**config.mk**
```make
export PLATFORM = sky130hd
export DESIGN_NAME = raw_pixel_fetcher
export DESIGN_NICKNAME = d
export VERILOG_FILES = /design/src/rtl/raw_fetch_pkg.sv /design/src/rtl/raw_word_fifo.sv /design/src/rtl/raw_pixel_fetcher.sv
export SDC_FILE = /design/constraint.sdc
export NUM_CORES = 1
export LEC_CHECK = 0
export ABC_AREA = 0
export CORE_UTILIZATION = 30
export DETAILED_ROUTE_END_ITERATION = 7
export SLEW_MARGIN = 10
export SYNTH_ARGS = -nofsm -noshare
export SYNTH_HDL_FRONTEND = slang
export SYNTH_SLANG_ARGS = --single-unit
export TNS_END_PERCENT = 30
```
**constraint.sdc**
```tcl
create_clock -name clock -period 5.15 [get_ports clock]
set_input_delay 0.7725 -clock clock [delete_from_list [all_inputs] [get_ports clock]]
set_output_delay 0.7725 -clock clock [all_outputs]
set_load 0.02 [all_outputs]
```
**src/rtl/raw_fetch_pkg.sv**
```systemverilog
// raw_fetch_pkg
//   Shared definitions for the raw pixel fetcher:
//   - calc_ppw / calc_nwords : pixels per RAM word and words per frame
//   - fetch_state_t          : frame sequencing FSM states
//   - lane_sel               : maps the unpack index to a pixel lane in a word
package raw_fetch_pkg;

    typedef enum logic [1:0] {
        IDLE  = 2'd0,
        FETCH = 2'd1,
        DRAIN = 2'd2,
        DONE  = 2'd3
    } fetch_state_t;

    function automatic int calc_ppw(input int word_w, input int pix_w);
        return word_w / pix_w;
    endfunction

    function automatic int calc_nwords(input int h_res, input int v_res, input int ppw);
        return (h_res * v_res) / ppw;
    endfunction

    // idx counts pixels already taken from the word; the lane is the bit group
    // [lane*PIX_W +: PIX_W] that carries that pixel.
    function automatic int lane_sel(input int idx, input int ppw, input bit msb_first);
        return msb_first ? (ppw - 1 - idx) : idx;
    endfunction

endpackage

```
**src/rtl/raw_word_fifo.sv**
```systemverilog
// raw_word_fifo
//   Synchronous show-ahead FIFO holding RAM words while the unpacker is busy.
//   Ports:
//     clock, reset         : rising-edge clock, synchronous active-high reset
//     push, push_data      : write one word
//     pop                  : discard the head word
//     pop_data             : head word (valid while !empty)
//     count, full, empty   : occupancy status
module raw_word_fifo
    import raw_fetch_pkg::*;
#(
    parameter int WORD_W     = 32,
    parameter int FIFO_DEPTH = 4
) (
    input  logic                              clock,
    input  logic                              reset,
    input  logic                              push,
    input  logic [WORD_W-1:0]                 push_data,
    input  logic                              pop,
    output logic [WORD_W-1:0]                 pop_data,
    output logic [$clog2(FIFO_DEPTH+1)-1:0]   count,
    output logic                              full,
    output logic                              empty
);

    localparam int CNT_W = $clog2(FIFO_DEPTH + 1);
    localparam int PTR_W = (FIFO_DEPTH > 1) ? $clog2(FIFO_DEPTH) : 1;

    logic [WORD_W-1:0] mem [FIFO_DEPTH];
    logic [PTR_W-1:0]  wr_ptr;
    logic [PTR_W-1:0]  rd_ptr;
    logic [CNT_W-1:0]  count_q;

    // Depth need not be a power of two, so pointers wrap explicitly.
    function automatic logic [PTR_W-1:0] ptr_inc(input logic [PTR_W-1:0] p);
        return (p == PTR_W'(FIFO_DEPTH - 1)) ? '0 : p + PTR_W'(1);
    endfunction

    always_ff @(posedge clock) begin
        if (push) begin
            mem[wr_ptr] <= push_data;
        end
    end

    always_ff @(posedge clock) begin
        if (reset) begin
            wr_ptr  <= '0;
            rd_ptr  <= '0;
            count_q <= '0;
        end else begin
            if (push) begin
                wr_ptr <= ptr_inc(wr_ptr);
            end
            if (pop) begin
                rd_ptr <= ptr_inc(rd_ptr);
            end
            if (push && !pop) begin
                count_q <= count_q + CNT_W'(1);
            end else if (pop && !push) begin
                count_q <= count_q - CNT_W'(1);
            end
            assert (!(pop && empty));
        end
    end

    assign pop_data = mem[rd_ptr];
    assign count    = count_q;
    assign full     = (count_q == CNT_W'(FIFO_DEPTH));
    assign empty    = (count_q == '0);

endmodule

```
**src/rtl/raw_pixel_fetcher.sv**
```systemverilog
// raw_pixel_fetcher
//   Reads a frame of packed raw Bayer pixels from a synchronous RAM and streams
//   them one pixel per transfer with frame/line markers.
//   Ports:
//     clock, reset            : rising-edge clock, synchronous active-high reset
//     start, base_addr        : begin a frame at base_addr (accepted only when idle)
//     busy, frame_done        : frame in progress / one-cycle completion pulse
//     rd_en, rd_addr, rd_data : RAM read port, data returns RAM_LAT cycles later
//     pix_data, pix_valid,
//     pix_ready               : pixel stream, transfer on valid && ready
//     pix_sof, pix_eol,
//     pix_eof                 : first-of-frame, last-of-line, last-of-frame markers
//   Optional build macro RAW_FETCH_COORD_EN adds pix_x / pix_y coordinate outputs.
module raw_pixel_fetcher
    import raw_fetch_pkg::*;
#(
    parameter int WORD_W     = 32,
    parameter int PIX_W      = 8,
    parameter int ADDR_W     = 17,
    parameter int H_RES      = 640,
    parameter int V_RES      = 480,
    parameter int RAM_LAT    = 1,
    parameter int FIFO_DEPTH = 4,
    parameter int MSB_FIRST  = 0
) (
    input  logic              clock,
    input  logic              reset,
    input  logic              start,
    input  logic [ADDR_W-1:0] base_addr,
    output logic              busy,
    output logic              frame_done,
    output logic              rd_en,
    output logic [ADDR_W-1:0] rd_addr,
    input  logic [WORD_W-1:0] rd_data,
    output logic [PIX_W-1:0]  pix_data,
    output logic              pix_valid,
    input  logic              pix_ready,
    output logic              pix_sof,
    output logic              pix_eol,
    output logic              pix_eof
`ifdef RAW_FETCH_COORD_EN
    ,
    output logic [$clog2(H_RES)-1:0] pix_x,
    output logic [$clog2(V_RES)-1:0] pix_y
`endif
);

    localparam int PPW    = calc_ppw(WORD_W, PIX_W);
    localparam int NWORDS = calc_nwords(H_RES, V_RES, PPW);
    localparam int IDX_W  = (PPW > 1) ? $clog2(PPW) : 1;
    localparam int RCNT_W = $clog2(NWORDS + 1);
    localparam int CNT_W  = $clog2(FIFO_DEPTH + 1);
    localparam int XW     = (H_RES > 1) ? $clog2(H_RES) : 1;
    localparam int YW     = (V_RES > 1) ? $clog2(V_RES) : 1;

    function automatic logic [PIX_W-1:0] pick(input logic [WORD_W-1:0] w, input int idx);
        return w[lane_sel(idx, PPW, MSB_FIRST != 0) * PIX_W +: PIX_W];
    endfunction

    fetch_state_t      state_q, state_d;
    logic [ADDR_W-1:0] addr_q;
    logic [RCNT_W-1:0] rd_cnt_q;
    logic [RAM_LAT-1:0] vld_p;
    logic              cap_vld;
    logic              credit_ok;

    logic              fifo_push, fifo_pop, fifo_full, fifo_empty;
    logic [WORD_W-1:0] fifo_head;
    logic [CNT_W-1:0]  fifo_count;

    logic [WORD_W-1:0] word_q;
    logic [IDX_W-1:0]  nxt_idx;
    logic              word_left;
    logic              word_avail, load, pix_load, take_word;
    logic [WORD_W-1:0] word_in;
    logic [PIX_W-1:0]  pix_next;
    logic [XW-1:0]     x_q;
    logic [YW-1:0]     y_q;
    logic              sof_next, eol_next, eof_next;

    // ---- frame sequencing and read issue -----------------------------------
    // Credit: every read in flight or word parked in the FIFO holds one slot,
    // so a returning word always finds room.
    always_comb begin
        state_d    = state_q;
        busy       = 1'b0;
        frame_done = 1'b0;
        rd_en      = 1'b0;
        credit_ok  = (int'($countones(vld_p)) + int'(fifo_count)) < FIFO_DEPTH;
        case (state_q)
            IDLE: begin
                if (start) begin
                    state_d = FETCH;
                end
            end
            FETCH: begin
                busy  = 1'b1;
                rd_en = credit_ok;
                if (credit_ok && (rd_cnt_q == RCNT_W'(NWORDS - 1))) begin
                    state_d = DRAIN;
                end
            end
            DRAIN: begin
                busy = 1'b1;
                if (pix_valid && pix_ready && pix_eof) begin
                    state_d = DONE;
                end
            end
            DONE: begin
                frame_done = 1'b1;
                state_d    = IDLE;
            end
            default: state_d = IDLE;
        endcase
    end

    always_ff @(posedge clock) begin
        if (reset) begin
            state_q  <= IDLE;
            addr_q   <= '0;
            rd_cnt_q <= '0;
            vld_p    <= '0;
        end else begin
            state_q <= state_d;
            // Bit N is set when the RAM word requested N+1 cycles ago is on rd_data.
            vld_p   <= (vld_p << 1) | RAM_LAT'(rd_en);
            if ((state_q == IDLE) && start) begin
                addr_q   <= base_addr;
                rd_cnt_q <= '0;
            end else if (rd_en) begin
                addr_q   <= addr_q + ADDR_W'(1);
                rd_cnt_q <= rd_cnt_q + RCNT_W'(1);
            end
            assert (!(fifo_push && fifo_full));
        end
    end

    assign rd_addr = addr_q;
    assign cap_vld = vld_p[RAM_LAT-1];

    // ---- read return: word FIFO --------------------------------------------
    raw_word_fifo #(
        .WORD_W     (WORD_W),
        .FIFO_DEPTH (FIFO_DEPTH)
    ) u_fifo (
        .clock     (clock),
        .reset     (reset),
        .push      (fifo_push),
        .push_data (rd_data),
        .pop       (fifo_pop),
        .pop_data  (fifo_head),
        .count     (fifo_count),
        .full      (fifo_full),
        .empty     (fifo_empty)
    );

    // ---- unpack and output register ----------------------------------------
    // A word arriving into an empty FIFO is handed straight to the unpacker so
    // the FIFO adds no latency; otherwise the FIFO head is used.
    always_comb begin
        word_avail = !fifo_empty || cap_vld;
        word_in    = fifo_empty ? rd_data : fifo_head;
        load       = !pix_valid || pix_ready;
        pix_load   = load && (word_left || word_avail);
        take_word  = load && !word_left && word_avail;
        fifo_pop   = take_word && !fifo_empty;
        fifo_push  = cap_vld && !(take_word && fifo_empty);
        pix_next   = word_left ? pick(word_q, int'(nxt_idx)) : pick(word_in, 0);
        sof_next   = (x_q == '0) && (y_q == '0);
        eol_next   = (x_q == XW'(H_RES - 1));
        eof_next   = eol_next && (y_q == YW'(V_RES - 1));
    end

    always_ff @(posedge clock) begin
        if (take_word) begin
            word_q <= word_in;
        end
    end

    // x_q / y_q are the coordinates of the next pixel to be loaded, so the
    // markers registered alongside pix_data describe that pixel.
    always_ff @(posedge clock) begin
        if (reset) begin
            pix_valid <= 1'b0;
            pix_data  <= '0;
            pix_sof   <= 1'b0;
            pix_eol   <= 1'b0;
            pix_eof   <= 1'b0;
            nxt_idx   <= '0;
            word_left <= 1'b0;
            x_q       <= '0;
            y_q       <= '0;
`ifdef RAW_FETCH_COORD_EN
            pix_x     <= '0;
            pix_y     <= '0;
`endif
        end else if (load) begin
            pix_valid <= pix_load;
            pix_sof   <= pix_load && sof_next;
            pix_eol   <= pix_load && eol_next;
            pix_eof   <= pix_load && eof_next;
            if (pix_load) begin
                pix_data <= pix_next;
`ifdef RAW_FETCH_COORD_EN
                pix_x    <= x_q;
                pix_y    <= y_q;
`endif
                if (word_left) begin
                    nxt_idx   <= nxt_idx + IDX_W'(1);
                    word_left <= (nxt_idx != IDX_W'(PPW - 1));
                end else begin
                    nxt_idx   <= IDX_W'(1);
                    word_left <= (PPW > 1);
                end
                if (eol_next) begin
                    x_q <= '0;
                    y_q <= eof_next ? '0 : y_q + YW'(1);
                end else begin
                    x_q <= x_q + XW'(1);
                end
            end
        end
    end

endmodule

```
### Yosys cells after proc, flatten, opt, wreduce, memory -nomap -nowiden

Memories as Yosys holds them, arrays and structs flattened. A register that Yosys moved wholly into a read port is not among the register bits.
Cells that the tools add are included.

| operators by class | value |
|---|---|
| add/subtract/negate cells | 10 |
| order comparisons | 1 |
| equality and inequality tests | 12 |
| shift-type cells | 1 |
| multiplexer cells | 23 |
| reductions and logical operators | 37 |

Operators by type and width:

| kind | number |
|---|---|
| 17-bit by 1-bit adder with 17-bit output, second input constant | 2 |
| 17-bit two-way mux | 2 |
| 32-bit two-way mux | 1 |
| 32-bit by 6-bit indexed part select with 8-bit output | 1 |
| 17-bit == test, second input constant | 1 |
| 1-bit logical AND | 17 |
| 2-bit two-way mux | 8 |
| 10-bit by 1-bit adder with 10-bit output, second input constant | 1 |
| 10-bit == test, second input constant | 1 |
| 10-bit zero test | 1 |
| 10-bit two-way mux | 1 |
| 9-bit by 1-bit adder with 9-bit output, second input constant | 1 |
| 9-bit == test, second input constant | 1 |
| 9-bit zero test | 1 |
| 9-bit two-way mux | 1 |
| 2-bit == test, second input constant | 4 |
| 8-bit two-way mux | 1 |
| 2-bit != test, second input constant | 4 |
| 2-bit one-hot mux with 4 select lines | 1 |
| 2-bit by 1-bit adder with 2-bit output, second input constant | 3 |
| 1-bit zero test | 6 |
| 1-bit two-way mux | 6 |
| 3-bit two-way mux | 2 |
| 3-bit AND reduction | 2 |
| other kinds (11) | 15 |

| storage, ports and cells | value |
|---|---|
| bits in registers | 110 |
| RAM bits | 128 |
| input bits | 53 |
| output and inout bits | 32 |
| word-level logic and storage cells | 102 |
| memories | 1 |

Memory list:

| memory | words | bits a word | rd ports | clocked after memory_dff | write ports | RTL line | source |
|---|---|---|---|---|---|---|---|
| u_fifo.mem | 4 | 32 | 1 | 1 | 1 | raw_word_fifo.sv:29 | `logic [WORD_W-1:0] mem [FIFO_DEPTH];` |

### Longest topological paths before layout

Gate-level depths: netlist of run 1.

| depth | value |
|---|---|
| word-level depth | 11 |
| depth in mapped cells | 10 |
| depth with buffers taken out | 9 |

### Modules after synthesis

From an unflattened synthesis of run 1, not the netlist that was laid out.

| second synthesis, totals | value |
|---|---|
| cells, all modules | 737 |
| area total of the unflattened synthesis | 10347.4 µm² |

Modules (own cells, without submodules):

| module | instances | cells an instance | area each (µm²) | sequential area each (µm²) |
|---|---|---|---|---|
| raw_pixel_fetcher | 1 | 526 | 5248.8 | 2382.3 |
| raw_word_fifo | 1 | 211 | 5098.6 | 4023.9 |

### Least setup slack after synthesis of run 1

OpenSTA, ideal clock, no wires.

| timing | value |
|---|---|
| path type | reg-to-reg |
| start point | register u_fifo.count_q[0], in the netlist u_fifo.count[0] |
| end point | register word_q[0], enable pin |
| library setup time | 0.463 ns |
| arrival | 3.336 ns |
| data required time | 4.687 ns |
| path slack | 1.350 ns |
| cell stages (with the launch flop) | 6 |
| buffers on the path | 2 |
| period minus slack after synthesis | 3.800 ns |
| cell sequence | dfxtp_1 -> or3_1 -> clkbuf_1 -> clkbuf_1 -> nor2_1 -> nor3_1 |

| on the way | value |
|---|---|
| word-level cells in the longest chain between the ends | 4 |

Ends and longest elaborated chain:

| what | RTL line | source |
|---|---|---|
| start: declaration | raw_word_fifo.sv:32 | `logic [CNT_W-1:0] count_q;` |
| start signal: assignment | raw_word_fifo.sv:58 | `count_q <= count_q + CNT_W'(1);` |
| start signal: assignment | raw_word_fifo.sv:60 | `count_q <= count_q - CNT_W'(1);` |
| 3-bit zero test | raw_word_fifo.sv:69 | `assign empty = (count_q == '0);` |
| 1-bit zero test | raw_pixel_fetcher.sv:161 | `word_avail = !fifo_empty \|\| cap_vld;` |
| 1-bit logical OR | raw_pixel_fetcher.sv:161 |  |
| 1-bit logical AND | raw_pixel_fetcher.sv:165 | `take_word = load && !word_left && word_avail;` |
| end signal: assignment | raw_pixel_fetcher.sv:176 | `word_q <= word_in;` |
| end: declaration | raw_pixel_fetcher.sv:71 | `logic [WORD_W-1:0] word_q;` |

No other way between the ends.
A chain may end at the register's enable or synchronous reset.

### Worst setup path after layout of run 1

| timing | value |
|---|---|
| start point | register state_q[1] |
| end point | output rd_en |

| on the way | value |
|---|---|
| word-level cells in the longest chain between the ends | 2 |

Ends and longest elaborated chain:

| what | RTL line | source |
|---|---|---|
| start: declaration | raw_pixel_fetcher.sv:60 | `fetch_state_t state_q, state_d;` |
| start signal: assignment | raw_pixel_fetcher.sv:124 | `state_q <= state_d;` |
| 2-bit by 1-bit == test with 1-bit output | raw_pixel_fetcher.sv:90 | `case (state_q)` |
| 1-bit two-way mux | raw_pixel_fetcher.sv:90 |  |
| end: declaration | raw_pixel_fetcher.sv:32 | `output logic rd_en,` |

No other way between the ends.

==> results of run 1 <==
-- path summary, 6_finish.rpt --
| kind | from | to | cells past startpoint |
|---|---|---|---|
| worst max register to register | pix_valid | u_fifo.count[2] | 9 |
| worst min register to register | rd_cnt_q[1] | rd_cnt_q[1] | 2 |
| worst min-delay path | rd_cnt_q[1] | rd_cnt_q[1] | 2 |
| worst max-delay path | state_q[1] | rd_en | 6 |
-- per-layer routing --
metal,global-route usage,up-vias,wire [um]
met5,0,-,0
met4,0.0357,0,497
met3,0.0203,32,1200
met2,0.203,156,9670
met1,0.174,3007,9820
li1,-,3106,-
-- sequential cells by signal, summed over array words and instances, names as in the netlist, 3 cells and up, named ones only --
register	cells
word_q	32
u_fifo.count	3
u_fifo.mem	128
rd_cnt_q	17
y_q	9
rd_addr	17
x_q	10
pix_data	8
-- area by class of cell --
| cell class | count | share of cell area |
|---|---|---|
| inverter | 21 | 0.00645 |
| sequential | 240 | 0.525 |
| multi-input combinational | 497 | 0.287 |
| clock inverter | 13 | 0.00584 |
| clock buffer | 33 | 0.0554 |
| tap | 442 | 0.0453 |
| timing repair buffer | 95 | 0.0752 |
-- cells by family (layout without fill, tap and decap cells) --
family          Yosys count  in the layout
simple gates            307            307
flops                   240            240
xor+xnor                 39             39
mux                      53             53
buf+inv                  55            162
compound gates           79             79
fa+ha+maj                19             19
-- worst register-to-register path, delay by kind of cell, from the launching register on --
family	cells	cell delay (ps)
compound gates	2	480
simple gates	3	1030
fa+ha+maj	2	610
flops	1	360
buf+inv	1	60
xor+xnor	1	150
-- cells in the final DEF, fill, tap and decap left out, types with 2 or more instances in the layout --
master	n
a211oi_1	19
a21oi_1	22
nor2_1	75
mux4_2	33
nand4_1	13
or3_1	8
clkbuf_1	7
nand2_1	128
nor3_1	15
o22ai_1	8
buf_4	11
nor2b_1	3
and3_1	5
clkinv_1	10
o21ai_0	9
xor2_1	15
or4b_1	2
nor3_2	2
nand3_1	17
clkbuf_16	26
a31o_2	2
ha_1	18
xnor2_1	24
mux2i_1	20
nand4b_1	2
dfxtp_1	79
and4_1	5
inv_1	21
a21o_1	2
and2_1	4
nand2b_1	6
clkdlybuf4s50_1	83
a311oi_1	6
nor4_1	10
edfxtp_1	160
-- metrics by stage --
stage,hold WS [ps],utilization,cells
after floorplan,454,-,792
after global placement,462,0.349,1295
after detailed placement,473,0.349,1295
after CTS,480,0.372,1341
after global routing,518,0.372,1341
final,476,0.372,1341
-- Yosys cell counts (2+ instances only) --
library cell	instances	area, um2
buf_2	9	45.0
nand4_1	13	81.3
edfxtp_1	160	4800
a311oi_1	6	52.6
xnor2_1	24	210
o21ai_0	9	45.0
or3_1	9	56.3
o22ai_1	8	50.1
or4b_1	2	20.0
a21oi_1	23	115
nand4b_1	2	17.5
a211oi_1	19	143
nor4_1	10	62.6
nor3_1	17	85.1
mux2i_1	20	200
inv_1	21	78.8
xor2_1	15	131
nand2b_1	6	37.5
clkbuf_1	20	75.1
nor2_1	75	282
and2_1	4	25.0
nand2_1	128	480
a21o_1	2	15.0
mux4_2	33	743
buf_1	5	18.8
and3_1	5	31.3
and4_1	5	43.8
nand3_1	17	85.1
a31o_2	2	17.5
ha_1	18	225
nor2b_1	3	18.8
dfxtp_1	80	1600
-- power by group --
part | total [uW] | switching (uW) | internal (uW)
clock network | 1660 | 736 | 927
logic | 1970 | 1190 | 781
registers | 2680 | 199 | 2480
total | 6310 | 2130 | 4190
==> results.tsv, run 1 <==
stage	metric	value	unit
run_status	status	finished clean	
global_route	antenna_found_initial	0	
worst_setup_path	cp-start-kind	flip-flop	
detailed_routing	routedWlPerCell	15.8	um
floorplanning	die_w	186	um
finish	final_nets	952	
timing	setup_ws	1960	ps
finish	stdcell_area	12200	um2
cts	htree_levels	1	
timing	skew	24.5	ps
synth	synth_compound_area_frac	0.0529	
cts	ctsResizeCount	0	
global_route	grt_pass1_wl	33600	um
place	place_ws	1520	ps
timing	period_minus_slack	3190	ps
global_route	grt_start_max_net_pins	61	
synth	postSynthAreaPerCell	12.8	um2
detailed_routing	drt_iter0_markers	352	
detailed_routing	drt_wl_total	21200	um
cts	cts_tree	yes	
global_route	gr-total-overflow	0	
finish	drive_gt1_frac	0.0979	
place	dp_hpwl	12800	um
synth	yosysWarnings	0	
worst_setup_path	cpMostUsedCell	inv_1	
power	peakVddDrop	346	uV
timing	setup_violations	0	
cts	clk_pin_slew	60	ps
worst_setup_path	path_cells	inv_1 -> ha_1 -> nor2b_1 -> nand2_1 -> inv_1 -> clkdlybuf4s50_1	
timing	rsz0062_at_grt	false	
synth	synthXorXnorAreaFrac	0.0338	
timing	worst_slew_pin_slew	959	ps
synth	async_reset_ff_frac	0	
power	p_per_area	517	nW/um2
worst_setup_path	crit_family	buffers and inverters	
cts	numCtsBuffers	25	
cts	cts_buffer_depth	3	
detailed_routing	drc	0	
cts	cts-root-buf	clkbuf_16	
synth	synthesis.instances	792	
finish	seqCellArea	6410	um2
power	p_leak	0.00410	uW
global_route	grt_pass1_vias	6084	
run	maxCapViolCount	0	
hold_path	hold_path_class	flip-flop to flip-flop	
cts	post-cts-setup-buffers	0	
floorplanning	initial_utilization	0.308	
floorplanning	rows	66	
global_route	track_usage	0.126	
place	place_area	11500	um2
floorplanning	ios	85	
timing	max_slew_margin	0.360	
place	gp_congestion	0.770	
synth	muxShareOfSynthArea	0.0933	
synth	ys_ff_latch	240	
power	total_power	6310	uW
finish	fillers	3244	
worst_setup_path	cp_max_fo	6	
timing	max_freq	0.314	GHz
cts	postCtsHoldBufs	0	
worst_setup_path	cp_num_buf_inv	3	
worst_setup_path	criticalPathCategory	flip-flop to output pin	
synth	synth_edf_count	160	
finish	antennaDiodeCount	0	
timing	finalHoldViolations	0	
synth	synthSimpleGateAreaFrac	0.141	
synth	synth_fa_ha_area_frac	0.0242	
finish	area_growth	20.7	%
floorplanning	core	32900	um2
worst_setup_path	slowest_stage	clkdlybuf4s50_1	
cts	cts_sinks	240	
timing	slew_violations	0	
timing	setup_tns	0	ps
cts	clock_latency	540	ps
detailed_routing	first_pass_iters	4	
worst_setup_path	slowest_delay	630	ps
floorplanning	die-area	34500	um2
worst_setup_path	rrSetupSlack	2390	ps
detailed_routing	via_count	6301	
detailed_routing	routed_via_density	4.70	
synth	syn_nets	864	
worst_setup_path	crit_path_end_kind	output pin	
finish	multi_input_area	3510	um2
synth	ys_seq_area_frac	0.633	
place	io_buffers	84	
synth	synth_area	10100	um2
timing	period_share	0.619	
floorplanning	die_h	186	um
synth	synth_top_family_by_area	simple AND/OR/NAND/NOR gates	
synth	synth_ff_type	edfxtp_1	
worst_setup_path	worstPathArrival	2420	ps
detailed_routing	ant_nets	0	
worst_setup_path	crit_required	4380	ps
synth	synth_cell_type_count	54	
Power figures use the tool's default switching activity.
==> inputs of run 2 (changes only) <==
==> constraint.sdc (replaced) <==
create_clock -name clock -period 3.1 [get_ports clock]
set_input_delay 0.465 -clock clock [delete_from_list [all_inputs] [get_ports clock]]
set_output_delay 0.465 -clock clock [all_outputs]
set_load 0.02 [all_outputs]
==> run 2 against run 1 <==
Register-to-register slack worse by 1600 ps. Total power up 75%. Critical path depth unchanged. Sequential power up 68%. Non-clock buffer count up 9. Combinational power up 71%. Count of clock-buffer cells in the layout up 10. Utilization up 0.90 points. Setup slack worse by 1700 ps.
==> results.tsv, run 2 (synthesis gave the netlist of run 1 again) <==
stage	metric	value	unit
run_status	status	finished clean	
timing	max_freq	0.349	GHz
floorplanning	die-area	34500	um2
worst_setup_path	crit_path_end_kind	output pin	
floorplanning	die_h	186	um
timing	rsz0062_at_grt	false	
worst_setup_path	worstSetupStartpoint	state_q[1]	
cts	post-cts-setup-buffers	0	
place	io_buffers	84	
cts	htree_levels	1	
timing	setup_ws	235	ps
finish	drive_gt1_frac	0.120	
cts	clock_latency	540	ps
worst_setup_path	reg2reg_depth	10	
timing	period_share	0.924	
floorplanning	die_w	186	um
worst_setup_path	rrSetupSlack	790	ps
global_route	track_usage	0.128	
hold_path	whs_endpoint	word_left	
hold_path	min_from	reset	
timing	slew_violations	0	
worst_setup_path	regToRegStartpoint	pix_valid	
cts	cts_buffer_depth	3	
timing	setup_tns	0	ps
cts	numCtsBuffers	28	
detailed_routing	ant_nets	0	
finish	antennaDiodeCount	0	
finish	final_common_cell	edfxtp_1	
detailed_routing	drt_wl_total	21900	um
place	place_ws	286	ps
place	dp_hpwl	13800	um
finish	final_nets	964	
detailed_routing	drt_iter0_markers	357	
timing	worst_slew_pin_slew	733	ps
hold_path	whs_path_depth	2	
finish	regMostFlops	u_fifo.mem	
worst_setup_path	worstPathArrival	2400	ps
power	p_leak	0.00425	uW
floorplanning	core	32900	um2
detailed_routing	routed_via_density	4.68	
power	p_per_area	886	nW/um2
floorplanning	rows	66	
detailed_routing	drc	0	
global_route	grt_pass1_vias	6348	
floorplanning	ios	85	
global_route	grt_start_max_net_pins	37	
finish	largest_reg_flops	128	
cts	ctsResizeCount	0	
timing	skew	11.4	ps
finish	final_cell_mix	edfxtp_1 (160), nand2_1 (128), clkdlybuf4s50_1 (83)	
cts	postCtsHoldBufs	0	
cts	cts-root-buf	clkbuf_16	
timing	period_minus_slack	2870	ps
global_route	gr-total-overflow	0	
finish	stdcell_area	12500	um2
place	gp_congestion	0.773	
finish	largestRegisters	u_fifo.mem x128, word_q x32	
worst_setup_path	r2r-end	u_fifo.count[2]	
worst_setup_path	criticalPathCategory	flip-flop to output pin	
finish	fillers	3246	
cts	clk_pin_slew	60	ps
place	place_area	11600	um2
power	peakVddDrop	703	uV
worst_setup_path	cp-start-kind	flip-flop	
worst_setup_path	crit_required	2630	ps
hold_path	hold_path_class	input port to flip-flop	
timing	max_slew_margin	0.511	
detailed_routing	routedWlPerCell	16.2	um
finish	area_growth	23.7	%
cts	cts_sinks	240	
global_route	antenna_found_initial	0	
floorplanning	initial_utilization	0.308	
global_route	grt_pass1_wl	34500	um
cts	cts_tree	yes	
worst_setup_path	cp_max_fo	6	
run	maxCapViolCount	0	
detailed_routing	first_pass_iters	4	
timing	finalHoldViolations	0	
finish	multi_input_area	3510	um2
finish	seqCellArea	6410	um2
detailed_routing	via_count	6348	
timing	setup_violations	0	
-- run 2: cell types whose count changed in the layout (fill, tap and decap cells not counted), sizes merged --
cell	change
bufinv	+1
clkinv	-5
inv	-1
clkbuf	+10
buf	+9
-- run 2: how the worst max path moves through the flow --
stage | end | cells after the start
after floorplan | word_q[0] | 5
after global placement | u_fifo.count[2] | 11
after global routing | rd_en | 6
after detailed placement | u_fifo.count[2] | 11
after CTS | rd_en | 6
final | rd_en | 6
-- run 2: worst max-delay path, cell delays in order (launching register included) --
cell	delay (ps)
dfxtp_1	330
inv_1	120
ha_1	260
nor2b_1	200
nand2_1	180
inv_1	140
clkdlybuf4s50_1	640
-- run 2: layout make-up --
cell class,count,area share
clock buffer,43,0.0670
clock inverter,8,0.00660
inverter,21,0.00630
multi-input combinational,497,0.281
sequential,240,0.512
tap,442,0.0442
timing repair buffer,104,0.0828
-- run 2: per-stage QoR --
step	std cells	hold slack, ps	utilization	power, uW
2_1_floorplan	792	454	-	6720
3_3_place_gp	1304	469	0.353	7910
3_5_place_dp	1304	475	0.353	7950
4_1_cts	1355	449	0.381	11200
5_1_grt	1355	493	0.381	11700
6_report	1355	476	0.381	11100
-- run 2: power breakdown --
group	total, uW	leakage (uW)	switching, uW	internal, uW
clock network	3230	0.000457	1290	1940
registers	4490	0.00211	373	4120
logic	3360	0.00168	1990	1370
-- run 2: routing by layer --
metal | global-route usage | part of all wire
met5 | 0 | 0
met4 | 0.0338 | 0.021
met3 | 0.0209 | 0.041
met2 | 0.213 | 0.47
met1 | 0.172 | 0.47
==> inputs of run 3 (changes only) <==
--- a/config.mk
+++ b/config.mk
@@ -6,6 +6,7 @@
 export NUM_CORES = 1
 export LEC_CHECK = 0
 export ABC_AREA = 0
+export CORE_MARGIN = 4
 export CORE_UTILIZATION = 30
 export DETAILED_ROUTE_END_ITERATION = 7
 export SLEW_MARGIN = 10
==> constraint.sdc (replaced) <==
create_clock -name clock -period 2.4 [get_ports clock]
set_input_delay 0.36 -clock clock [delete_from_list [all_inputs] [get_ports clock]]
set_output_delay 0.36 -clock clock [all_outputs]
set_load 0.02 [all_outputs]
==> run 3 against run 2 <==
Via count increased by 0.99%. Count of clock-buffer cells in the layout decreased by 10. Clock power increased by 31%. Sequential cell count unchanged. Cell count increased by 0.96%. Cell area increased by 1.6%. Sequential share of layout area decreased by 0.82 points. Total power increased by 32%.
==> results.tsv, run 3 (synthesis gave the netlist of run 1 again) <==
stage	metric	value	unit
global_route	grtUsageMet2	0.202	
power	combPwrFrac	0.319	
timing	max_slew_margin	0.502	
finish	largestRegisters	u_fifo.mem x128, word_q x32	
timing	skew	15.2	ps
finish	fillers	3214	
worst_setup_path	reg2reg_depth	9	
detailed_routing	first_pass_iters	4	
global_route	grt-busiest-layer	met2	
worst_setup_path	cp_max_fo	5	
worst_setup_path	cp_num_buf_inv	2	
global_route	grtUsageMet3	0.0227	
detailed_routing	drt_iter0_markers	290	
global_route	antenna_found_initial	0	
finish	final_common_cell	edfxtp_1	
hold_path	hold_path_class	input port to flip-flop	
finish	multi_input_area	3510	um2
worst_setup_path	crit_required	2860	ps
finish	regMostFlops	u_fifo.mem	
worst_setup_path	path_cells	nor3_2 -> nor3_1 -> inv_1 -> ha_1 -> inv_1 -> fa_1 -> xor2_1 -> or3_1 -> a21oi_1	
worst_setup_path	cpMostUsedCell	inv_1	
cts	htree_levels	1	
cts	cts_tree	yes	
detailed_routing	drt_wl_total	22500	um
worst_setup_path	slowest_delay	370	ps
floorplanning	die-area	36700	um2
global_route	gr-total-overflow	0	
detailed_routing	drc	0	
cts	post-cts-setup-buffers	0	
cts	numCtsBuffers	26	
cts	cts_sinks	240	
run	maxCapViolCount	0	
worst_setup_path	crit_family	simple AND/OR/NAND/NOR gates	
power	p_leak	0.00434	uW
cts	clk_pin_slew	60	ps
global_route	track_usage	0.121	
worst_setup_path	criticalPathCategory	flip-flop to flip-flop	
timing	finalHoldViolations	0	
timing	period_share	0.924	
floorplanning	initial_utilization	0.308	
hold_path	min_from	reset	
finish	seqCellArea	6410	um2
cts	cts_buffer_depth	3	
finish	area_growth	25.7	%
worst_setup_path	slowest_stage	dfxtp_1	
detailed_routing	via_count	6411	
global_route	grt_pass1_wl	35600	um
detailed_routing	routedWlPerCell	16.5	um
timing	setup_violations	0	
worst_setup_path	cp.depth	9	
timing	rsz0062_at_grt	false	
hold_path	whs_path_depth	2	
finish	drive_gt1_frac	0.139	
finish	antennaDiodeCount	0	
timing	worst_hold_slack	214	ps
worst_setup_path	worstPathArrival	2670	ps
power	peakVddDrop	628	uV
timing	setup_ws	182	ps
worst_setup_path	cp-start-kind	flip-flop	
floorplanning	rows	66	
power	p_per_area	1150	nW/um2
power	power_switching	4840	uW
place	place_ws	-258	ps
worst_setup_path	regToRegStartpoint	u_fifo.count[0]	
floorplanning	die_h	192	um
cts	clock_latency	540	ps
place	io_buffers	84	
timing	setup_tns	0	ps
detailed_routing	ant_nets	0	
floorplanning	ios	85	
finish	final_nets	978	
global_route	grt_start_max_net_pins	34	
power	p_clk_frac	0.289	
floorplanning	core	32900	um2
floorplanning	die_w	192	um
power	seqPwrFrac	0.392	
finish	largest_reg_flops	128	
finish	final_util	0.387	
timing	slew_violations	0	
power	switching_share	0.330	
power	power.internal	9810	uW
timing	worst_slew_pin_slew	747	ps
place	dp_hpwl	14800	um
place	gp_congestion	0.751	
finish	final_cell_mix	edfxtp_1 (160), nand2_1 (128), clkdlybuf4s50_1 (81)	
global_route	grt_pass1_vias	6402	
cts	cts-root-buf	clkbuf_16	
detailed_routing	routed_via_density	4.69	
global_route	met1_usage	0.166	
timing	max_freq	0.451	GHz
run_status	status	finished clean	
worst_setup_path	crit_path_end_kind	flip-flop	
worst_setup_path	worstSetupStartpoint	u_fifo.count[0]	
timing	period_minus_slack	2220	ps
==> run 3: per-layer routing <==
metal	up-vias	wire length, um
li1	3142	-
met4	0	366
met3	23	1160
met1	3112	10400
met5	-	0
met2	134	10600
==> run 3: timing repair <==
action	in CTS	in global routing
hold buffers	0	0
hold endpoints to repair	0	0
gates resized for setup	2	3
pin swaps	0	0
endpoints found under the setup margin	1	2
==> run 3: cell type report <==
class / count / share of cell area
Sequential cell: 240 / 0.504
Tap cell: 442 / 0.0435
Clock buffer: 33 / 0.0557
Inverter: 21 / 0.00620
Multi-Input combinational cell: 497 / 0.276
Timing Repair Buffer: 120 / 0.0967
Clock inverter: 15 / 0.0174
==> run 3: through the flow <==
| step | area (um2) | power, uW | instances |
|---|---|---|---|
| floorplan | 10100 | 8700 | 792 |
| global placement | 11800 | 10500 | 1320 |
| detailed placement | 11800 | 10600 | 1320 |
| CTS | 12700 | 14900 | 1368 |
| global route | 12700 | 15500 | 1368 |
| finish | 12700 | 14700 | 1368 |
==> run 3: final timing paths <==
check	slack, ps	endpoint
worst max-delay path	180	u_fifo.count[2]
worst min-delay path	210	x_q[8]
worst max register to register	180	u_fifo.count[2]
worst min register to register	460	pix_eol
==> run 3: worst register-to-register path, delay by kind of cell, from the launching register on <==
kind	cells	cell delay (ps)
XOR/XNOR	1	160
buffers and inverters	2	150
flip-flops	1	370
AO/OA/AOI/OAI	1	160
adder cells (fa/ha/maj)	2	550
AND/OR/NAND/NOR	3	760
==> run 3: power groups by stage <==
stage	Clock, uW	Sequential [uW]	Combinational [uW]
finish	4240	5740	4680
global route	4550	5830	5130
CTS	4370	5760	4750
detailed placement	0	5830	4730
global placement	0	5830	4690
floorplan	0	5830	2870
